===== src/rtl/fir_result_serializer.sv =====
// fir_result_serializer
//
// Output stage of the 4-lane FIR filter. Each result block (LANES
// accumulators of ACC_WIDTH bits) is captured on the filter's done pulse
// into a two-slot ring buffer. Each accumulator is then scaled back to an
// OUT_WIDTH-bit sample: round to nearest, arithmetic shift right by SHIFT,
// and then either saturate or wrap. Samples are streamed out one per
// valid/ready handshake, lane 0 first.
//
// Optional feature macro: FIR_RESULT_SATURATE_EN
//   defined     -> scaled samples are clamped to the signed OUT_WIDTH range
//   not defined -> scaled samples wrap (low OUT_WIDTH bits are kept)
//
// Ports
//   clkIn        sole clock, rising edge
//   resetIn      synchronous, active-high reset
//   doneIn       filter done pulse; dataIn is valid in this cycle
//   dataIn       result block; lane 0 in the MSB slice, lane LANES-1 in the LSB slice
//   readyIn      sink ready
//   clearIn      clears overflowOut and dropCountOut
//   validOut     dataOut/laneOut/lastOut are valid
//   dataOut      scaled signed sample
//   laneOut      lane index of dataOut
//   lastOut      high together with lane LANES-1
//   fullOut      both block slots are occupied (combinational from occupancy)
//   overflowOut  sticky flag: at least one block was dropped
//   dropCountOut number of dropped blocks, saturating at 255

module fir_result_serializer #(
  parameter int LANES     = 4,
  parameter int ACC_WIDTH = 32,
  parameter int OUT_WIDTH = 16,
  parameter int SHIFT     = 15
) (
  input  logic                         clkIn,
  input  logic                         resetIn,
  input  logic                         doneIn,
  input  logic [ACC_WIDTH*LANES-1:0]   dataIn,
  input  logic                         readyIn,
  input  logic                         clearIn,
  output logic                         validOut,
  output logic [OUT_WIDTH-1:0]         dataOut,
  output logic [$clog2(LANES)-1:0]     laneOut,
  output logic                         lastOut,
  output logic                         fullOut,
  output logic                         overflowOut,
  output logic [7:0]                   dropCountOut
);

  localparam int LANE_W   = $clog2(LANES);
  localparam int BLOCK_W  = ACC_WIDTH * LANES;
  localparam int ROUND_SH = (SHIFT > 0) ? (SHIFT - 1) : 0;

  localparam logic [LANE_W-1:0] LAST_LANE = LANE_W'(LANES - 1);

  // Half an output LSB, added before the shift to round to nearest.
  localparam logic signed [ACC_WIDTH:0] ROUND_BIAS =
    (SHIFT > 0) ? ({{ACC_WIDTH{1'b0}}, 1'b1} << ROUND_SH) : '0;

  logic [BLOCK_W-1:0]          slotMem [2];
  logic                        wrPtr;
  logic                        rdPtr;
  logic [1:0]                  count;
  logic [LANE_W-1:0]           laneIdx;

  logic [BLOCK_W-1:0]          headBlock;
  logic [ACC_WIDTH-1:0]        headAcc;
  logic signed [ACC_WIDTH:0]   rounded;
  logic [OUT_WIDTH-1:0]        scaled;

  logic                        loadOut;
  logic                        freeSlot;
  logic                        capture;
  logic                        drop;

  // Lane 0 sits in the MSB slice, so the slice base walks downwards.
  assign headBlock = slotMem[rdPtr];
  assign headAcc   = headBlock[BLOCK_W-1 - ACC_WIDTH*int'(laneIdx) -: ACC_WIDTH];

  // One extra bit of headroom makes the rounding add overflow-free.
  assign rounded = $signed({headAcc[ACC_WIDTH-1], headAcc}) + ROUND_BIAS;

`ifdef FIR_RESULT_SATURATE_EN
  localparam logic signed [ACC_WIDTH:0] SAT_MAX =
    $signed({{(ACC_WIDTH+2-OUT_WIDTH){1'b0}}, {(OUT_WIDTH-1){1'b1}}});
  localparam logic signed [ACC_WIDTH:0] SAT_MIN =
    $signed({{(ACC_WIDTH+2-OUT_WIDTH){1'b1}}, {(OUT_WIDTH-1){1'b0}}});

  logic signed [ACC_WIDTH:0] shifted;

  // Clamp the shifted value into the signed output range.
  always_comb begin
    shifted = rounded >>> SHIFT;
    if (shifted > SAT_MAX) begin
      scaled = {1'b0, {(OUT_WIDTH-1){1'b1}}};
    end else if (shifted < SAT_MIN) begin
      scaled = {1'b1, {(OUT_WIDTH-1){1'b0}}};
    end else begin
      scaled = shifted[OUT_WIDTH-1:0];
    end
  end
`else
  // Two's-complement wrap: keep only the low OUT_WIDTH bits.
  assign scaled = OUT_WIDTH'(rounded >>> SHIFT);
`endif

  // The output register accepts a new sample when empty or being drained.
  // Loading the last lane of the head block frees its slot on that same
  // edge, which lets a coincident done pulse land in a "full" buffer.
  assign loadOut  = (!validOut || readyIn) && (count != 2'd0);
  assign freeSlot = loadOut && (laneIdx == LAST_LANE);
  assign capture  = doneIn && ((count != 2'd2) || freeSlot);
  assign drop     = doneIn && !capture;
  assign fullOut  = (count == 2'd2);

  // Block storage carries no reset; occupancy is tracked by count/ptrs.
  always_ff @(posedge clkIn) begin
    if (capture) begin
      slotMem[wrPtr] <= dataIn;
    end
  end

  // Ring pointers, occupancy and the lane walk through the head block.
  always_ff @(posedge clkIn) begin
    if (resetIn) begin
      wrPtr   <= 1'b0;
      rdPtr   <= 1'b0;
      count   <= 2'd0;
      laneIdx <= '0;
    end else begin
      if (capture) begin
        wrPtr <= ~wrPtr;
      end
      if (freeSlot) begin
        rdPtr <= ~rdPtr;
      end
      if (loadOut) begin
        laneIdx <= (laneIdx == LAST_LANE) ? '0 : laneIdx + 1'b1;
      end
      case ({capture, freeSlot})
        2'b10:   count <= count + 2'd1;
        2'b01:   count <= count - 2'd1;
        default: count <= count;
      endcase
    end
  end

  // Output register; holds its contents while the sink stalls.
  always_ff @(posedge clkIn) begin
    if (resetIn) begin
      validOut <= 1'b0;
      dataOut  <= '0;
      laneOut  <= '0;
      lastOut  <= 1'b0;
    end else if (loadOut) begin
      validOut <= 1'b1;
      dataOut  <= scaled;
      laneOut  <= laneIdx;
      lastOut  <= (laneIdx == LAST_LANE);
    end else if (readyIn) begin
      validOut <= 1'b0;
    end
  end

  // Drop bookkeeping. A drop in the same cycle as clearIn wins, leaving
  // the counter at one rather than zero.
  always_ff @(posedge clkIn) begin
    if (resetIn) begin
      overflowOut  <= 1'b0;
      dropCountOut <= 8'd0;
    end else if (drop) begin
      overflowOut <= 1'b1;
      if (clearIn) begin
        dropCountOut <= 8'd1;
      end else if (dropCountOut != 8'hFF) begin
        dropCountOut <= dropCountOut + 8'd1;
      end
    end else if (clearIn) begin
      overflowOut  <= 1'b0;
      dropCountOut <= 8'd0;
    end
  end

endmodule


===== config.mk =====
export PLATFORM = sky130hd
export DESIGN_NAME = fir_result_serializer
export DESIGN_NICKNAME = d
export VERILOG_FILES = /design/src/rtl/fir_result_serializer.sv
export SDC_FILE = /design/constraint.sdc
export NUM_CORES = 1
export LEC_CHECK = 0
export CAP_MARGIN = 10
export CORE_ASPECT_RATIO = 1.1
export CORE_MARGIN = 1.5
export CORE_UTILIZATION = 30
export CTS_CLUSTER_DIAMETER = 120
export DETAILED_ROUTE_END_ITERATION = 12
export SLEW_MARGIN = 10
export SYNTH_ARGS = -nofsm -noshare
export SYNTH_HDL_FRONTEND = slang
export SYNTH_SLANG_ARGS = --single-unit

===== constraint.sdc =====
create_clock -name clkIn -period 7.55 [get_ports clkIn]
set_input_delay 1.8875 -clock clkIn [delete_from_list [all_inputs] [get_ports clkIn]]
set_output_delay 1.8875 -clock clkIn [all_outputs]
set_load 0.01 [all_outputs]

==> results of run 1 <==
==> registers in the layout (all words and copies together), names as in the netlist, named ones only <==
register and count:
dropCountOut 8, laneIdx 2, rdPtr 1, laneOut 2, slotMem 136, wrPtr 1
lastOut 1, dataOut 16, overflowOut 1, validOut 1, count 2
==> worst max-delay path, cell delays in order <==
cell and delay (ns):
clkdlybuf4s50_1 0.48, nor2b_1 0.08, o21ai_0 0.17, nand2_1 0.20
nor2_4 0.81, buf_4 0.57
==> routing by layer <==
metal / GRT usage, % / up-vias / wire (um) / share of wire (%)
met5: 0 / - / 0 / 0
met4: 4.32 / 0 / 228 / 1.5
met3: 3.13 / 14 / 701 / 4.7
met2: 22.1 / 111 / 7720 / 52
met1: 15.3 / 2013 / 6230 / 42
li1: - / 1914 / - / -
==> cells by family (layout without fill, tap and decap cells) <==
| family | after synthesis | count (layout) |
|---|---|---|
| flip-flops | 172 | 172 |
| AND/OR/NAND/NOR | 129 | 129 |
| multiplexers | 50 | 50 |
| AO/OA/AOI/OAI | 45 | 45 |
| buffers and inverters | 24 | 143 |
| XOR/XNOR | 15 | 15 |
| adder cells (fa/ha/maj) | 3 | 3 |
==> through the flow <==
step                setup WS (ns)  area (sq um)  instances  util [%]  hold WS (ns)
floorplan                    2.01          7000        438         -         0.472
global placement             2.94          8290        825      36.3         0.449
detailed placement           2.78          8290        825      36.3         0.448
CTS                          3.21          8880        857      38.9         0.457
global route                 3.13          8880        857      38.9         0.482
finish                       3.32          8880        857      38.9         0.454
==> layout make-up <==
cell class / instances / area [sq um] / share of cell area [%]
multi-input combinational: 242 / 2030 / 22.9
clock buffer: 17 / 425 / 4.79
clock inverter: 15 / 164 / 1.85
inverter: 3 / 11.3 / 0.127
timing repair buffer: 108 / 1070 / 12.0
tap: 300 / 375 / 4.23
sequential: 172 / 4810 / 54.1
==> worst min-delay path by stage <==
stage | end | cells after the start | slack, ns
global placement | dataOut[2] | 2 | 0.45
CTS | laneOut[0] | 2 | 0.46
global route | laneOut[0] | 2 | 0.48
finish | laneOut[0] | 2 | 0.45
floorplan | register | 2 | 0.47
detailed placement | laneOut[0] | 2 | 0.45
==> report_power, final <==
part	total, uW	switching (uW)	internal [uW]
Sequential	1130	30.3	1100
Combinational	295	158	137
Clock	871	377	494
Total	2300	565	1740
==> Yosys cell counts (all sizes together) (2+ instances only) <==
library cell	instances	share of area, %
or2	4	0.36
xnor2	9	1.1
o211ai	2	0.21
nand2b	2	0.18
and2	6	0.57
buf	12	1.8
a21oi	14	1.0
mux2i	19	2.7
xor2	6	0.75
nand4	4	0.45
clkbuf	9	0.48
o21ai	8	0.57
or3	4	0.36
and3	2	0.18
a211oi	4	0.43
nor3	6	0.43
nand3b	9	0.97
inv	3	0.16
mux2	3	0.48
edfxtp	136	58
mux4	28	9.4
nor4	2	0.27
nor2b	3	0.27
nand3	8	0.64
o311ai	3	0.38
a22oi	3	0.32
ha	3	0.54
dfxtp	36	10
o31ai	4	0.43
a221oi	3	0.55
nor2	36	1.9
nand2	35	1.9
or4	4	0.48
==> summary.txt, run 1 <==
STA
  – Final setup fails: 0
  – Endpoints failing hold: 0
  – Least-Margin Pin Slew: 1.14 ns
  – Fmax: 0.236 GHz
  – Max_slew headroom: 23.6%
  – Fin Setup TNS: 0 ns
  – Fin Clk Skew: 0.00801 ns
  – Period utilization: 56.0%
  – RSZ-0062 raised after global routing: no
  – Slew Limit Fails: 0
  – Min Tclk post-route: 4.23 ns

Die
  – Die width: 149 um
  – Rows: 58
  – Core ar.: 22900 sq um
  – IO Count: 163
  – Die Height: 163 um
  – Starting Density: 30.6%
  – Die footprint: 24200 sq um

CTS
  – Worst-skew pair later-pin latency: 0.42 ns
  – CTS sink count: 172
  – CTS tree: yes
  – Post-CTS Setup Inserts: 0
  – Num CTS Buffers: 17
  – Hold_buf cts: 0
  – CTS root buf: clkbuf_16
  – Clock buffer depth: 2
  – Post-cts sizing count: 0
  – CTS H-Tree Depth: 4
  – Clk slew on worst S/H paths: 0.06 ns

Finish
  – Most frequent cells in the layout: 136 x edfxtp_1, 102 x clkdlybuf4s50_1, 35 x nand2_1, 35 x dfxtp_1, 34 x nor2_1
  – Share of layout cells above drive strength 1: 13.6%
  – Nets: 680
  – # diodes: 0
  – Layout area overhead: 27.0%
  – Layout fillers: 2125
  – Commonest non-fill, non-tap cell in the layout: edfxtp_1

Routing
  – Vias/cell: 4.73
  – # DRC: 0
  – WL final: 14900 um
  – Vias post-DR: 4052
  – Number of DRC markers in iteration 0: 217
  – Routed WL per cell: 17.4 um
  – DR pass1 iterations: 4
  – Antenna viol nets, final: 0

Setup path
  – Reg-to-Reg End: slotMem[0][79]
  – Crit path capture type: register
  – CP Capture Point: slotMem[0][79]
  – Worst-path fanout max: 36
  – Worst r2r src: laneIdx[0]
  – WP data arrival: 4.28 ns
  – Critical path class: in2reg
  – FF-to-FF setup slack: 3.74 ns
  – Critical Path Source: readyIn
  – Setup crit start kind: input port
  – WP data required: 7.60 ns
  – Cells on worst reg2reg path: 7

Synth
  – Gate Count Post-Synth: 438
  – Asr flop ratio synth: 0%
  – Register area share after synthesis: 68.7%
  – Post-synthesis adder-cell area fraction: 0.537%
  – Yosys reg bits: 172
  – Post-synthesis xor/xnor area fraction: 1.88%
  – Complex-gate fraction of the synthesized area: 4.36%
  – Avg Cell Area, Syn: 16.0 sq um
  – Post-synthesis mux area share: 12.6%
  – Netlist cell types: 53
  – EDFF count, synth: 136
  – Main combinational cell family by area after synthesis: multiplexers
  – Simple-gate share of the synthesized area: 9.48%
  – Synthesis Warnings: 0
  – Main synth FF type: edfxtp_1
  – Mapped Nets: 574
  – Post-Syn Area: 7000 sq um

Global routing
  – Grt total ovfl: 0
  – Largest net degree at the start of global routing: 41
  – First-pass GRT wire length: 23000 um
  – Initial antenna violation count: 0
  – GRT Resource Usage Total: 12.7%
  – Vias in the first global route: 4255

Power
  – VDD IR max: 0.154 mV
  – Leakage: 0.00287 uW
  – P per Cell Area: 259 nW/um^2
  – Tot Pwr: 2300 uW

Placed design
  – Hpwl dp: 9960 um
  – Buffers added on ports: 102
  – GPL Wtd Cong: 0.729

Worst hold path
  – Worst hold path type: reg2reg
  – HP Start: laneOut[0]

Flow run
  – MaxCap Viol Count: 0

Run status
  – Outcome: finished, final reports clean
Note: power is estimated with default switching activity, not from simulation.
==> run 2: changes to the inputs <==
==> constraint.sdc (replaced) <==
create_clock -name clkIn -period 4 [get_ports clkIn]
set_input_delay 1 -clock clkIn [delete_from_list [all_inputs] [get_ports clkIn]]
set_output_delay 1 -clock clkIn [all_outputs]
set_load 0.01 [all_outputs]
==> run 2 against run 1 <==
Net effect: register-to-register slack lost 3.0 ns; final area grew 0.68%; sequential power up 89%; largest cell class unchanged; critical path type is now reg2reg; total power grew 88%.
==> summary.txt, run 2 (synthesis results as in run 1) <==
Finish
  – Share of layout cells above drive strength 1: 14.9% (was 13.6%)
  – Nets: 688 (was 680)
  – Non-Filler Instances: 865 (was 857)
  – Largest registers: slotMem x136, dataOut x16, dropCountOut x8 (unchanged)
  – Multi-input gate area: 2030 sq um (unchanged)
  – Largest register FFs: 136 (unchanged)
  – # diodes: 0 (unchanged)
  – Commonest non-fill, non-tap cell in the layout: edfxtp_1 (unchanged)
  – Layout area overhead: 27.8% (was 27.0%)
  – FF/Latch Area: 4810 sq um (unchanged)
  – Most flop-heavy register: slotMem (unchanged)
  – Layout fillers: 2135 (was 2125)
  – Most frequent cells in the layout: 136 x edfxtp_1, 102 x clkdlybuf4s50_1, 35 x nand2_1, 35 x dfxtp_1, 34 x nor2_1 (unchanged)

Power
  – VDD IR max: 0.274 mV (was 0.154 mV)
  – Reg power frac: 49.3% (about the same)
  – P per Cell Area: 484 nW/um^2 (was 259 nW/um^2)
  – Combinational power share: 13.4% (was 12.8%)
  – Switching portion of total power: 25.2% (was 24.6%)
  – Leakage: 0.00291 uW (was 0.00287 uW)
  – P_sw: 1090 uW (was 565 uW)
  – Power Internal: 3240 uW (was 1740 uW)
  – Clock group share of total power: 37.3% (was 37.9%)

Setup path
  – Setup crit start kind: register (was input port)
  – Kind of cell adding the most delay to the critical path: simple AND/OR/NAND/NOR gates (unchanged)
  – Critical path class: reg2reg (was in2reg)
  – Buffer and inverter count on the worst path: 1 (was 2)
  – WP data required: 4.32 ns (was 7.60 ns)
  – CP max stage cell: dfxtp_1 (was nor2_4)
  – Worst-path fanout max: 12 (was 36)
  – WP data arrival: 3.56 ns (was 4.28 ns)
  – Crit path capture type: register (unchanged)
  – CP cell instances: buf_4 -> mux4_2 -> mux2i_1 -> nor4_2 -> nand3_2 -> or4_1 -> a311oi_1 (was clkdlybuf4s50_1 -> nor2b_1 -> o21ai_0 -> nand2_1 -> nor2_4 -> buf_4)
  – Max incr delay on CP: 0.78 ns (was 0.81 ns)

Flow run
  – MaxCap Viol Count: 0 (unchanged)

Placed design
  – Buffers added on ports: 102 (unchanged)
  – Inst Count DP: 833 (was 825)
  – GPL Wtd Cong: 0.747 (was 0.729)
  – Hpwl dp: 10400 um (was 9960 um)

STA
  – Min Tclk post-route: 3.24 ns
  – Endpoints failing hold: 0 (unchanged)
  – Slew Limit Fails: 0 (unchanged)
  – Max_slew headroom: 50.7% (was 23.6%)
  – Final setup fails: 0 (unchanged)
  – RSZ-0062 raised after global routing: no (unchanged)
  – Fin Setup TNS: 0 ns (unchanged)
  – Fmax: 0.309 GHz
  – Period utilization: 81.0%
  – Least-Margin Pin Slew: 0.740 ns (was 1.14 ns)
  – Fin Clk Skew: 0.00935 ns (was 0.00801 ns)

Routing
  – Vias/cell: 4.72 (was 4.73)
  – Antenna viol nets, final: 0 (unchanged)
  – Number of DRC markers in iteration 0: 170 (was 217)
  – # DRC: 0 (unchanged)
  – DR pass1 iterations: 4 (unchanged)
  – Routed WL per cell: 17.4 um (about the same)
  – WL final: 15100 um (was 14900 um)
  – Vias post-DR: 4084 (was 4052)

Die
  – Starting Density: 30.6% (unchanged)
  – Die footprint: 24200 sq um (unchanged)
  – Core ar.: 22900 sq um (unchanged)
  – Die width: 149 um (unchanged)
  – Rows: 58 (unchanged)
  – Die Height: 163 um (unchanged)
  – IO Count: 163 (unchanged)

CTS
  – Clock buffer depth: 2 (unchanged)
  – Hold_buf cts: 0 (unchanged)
  – CTS H-Tree Depth: 4 (unchanged)
  – CTS sink count: 172 (unchanged)
  – CTS tree: yes (unchanged)
  – Post-CTS Setup Inserts: 0 (unchanged)
  – Clk slew on worst S/H paths: 0.07 ns (was 0.06 ns)
  – Num CTS Buffers: 17 (unchanged)
  – CTS root buf: clkbuf_16 (unchanged)
  – Worst-skew pair later-pin latency: 0.41 ns (was 0.42 ns)
  – Post-cts sizing count: 0 (unchanged)

Worst hold path
  – Worst hold path type: reg2reg (unchanged)

Global routing
  – First-pass GRT wire length: 23200 um (was 23000 um)
  – Grt total ovfl: 0 (unchanged)
  – GRT Resource Usage Total: 12.8% (was 12.7%)
  – Initial antenna violation count: 0 (unchanged)
  – Largest net degree at the start of global routing: 69 (was 41)
  – Vias in the first global route: 4259 (was 4255)

Run status
  – Outcome: finished, final reports clean (unchanged)
-- run 2: routing by layer --
metal / vias to the layer above / part of all wire (%) / global-route usage, %
met2: 100 / 51 / 22.2
met5: - / 0 / 0
met1: 2033 / 42 / 15.4
met4: 0 / 2.4 / 5.09
met3: 21 / 4.3 / 3.02
li1: 1930 / - / -
-- run 2: cell type report --
cell class	count	area share (%)
flip-flops and latches	172	53.8
inverters	3	0.126
repair buffers	116	12.7
clock buffers	17	4.76
well taps	300	4.20
clock inverters	15	1.69
multi-input cells	242	22.7
-- run 2: power groups by stage --
stage	clock (uW)	sequential, uW	combinational [uW]
3_3_place_gp	0	2170	572
5_1_grt	1720	2150	632
6_report	1610	2140	579
3_5_place_dp	0	2180	588
2_1_floorplan	0	2180	317
4_1_cts	1660	2140	589
-- run 2: worst min-delay path, cell delays in order (launching register included) --
cell	delay, ns
dfxtp_1	0.31
nand2_1	0.05
a21oi_1	0.05
-- run 2: final timing paths --
kind / slack (ns) / end / startpoint / cells after the start
hold reg to reg: 0.46 / dataOut[0] / dataOut[0] / 2
setup reg to reg: 0.76 / dataOut[13] / laneIdx[0] / 7
setup / recovery: 0.76 / dataOut[13] / laneIdx[0] / 7
hold / removal: 0.46 / dataOut[0] / dataOut[0] / 2
-- run 2: through the flow --
stage | total power (uW) | hold slack [ns] | worst slack, ns | instance area (sq um) | util, %
floorplan | 2500 | 0.472 | -0.648 | 7000 | -
global route | 4500 | 0.482 | 0.563 | 8940 | 39.1
detailed placement | 2760 | 0.453 | 0.729 | 8360 | 36.6
finish | 4330 | 0.458 | 0.762 | 8940 | 39.1
global placement | 2740 | 0.448 | 0.792 | 8360 | 36.6
CTS | 4390 | 0.461 | 0.701 | 8940 | 39.1
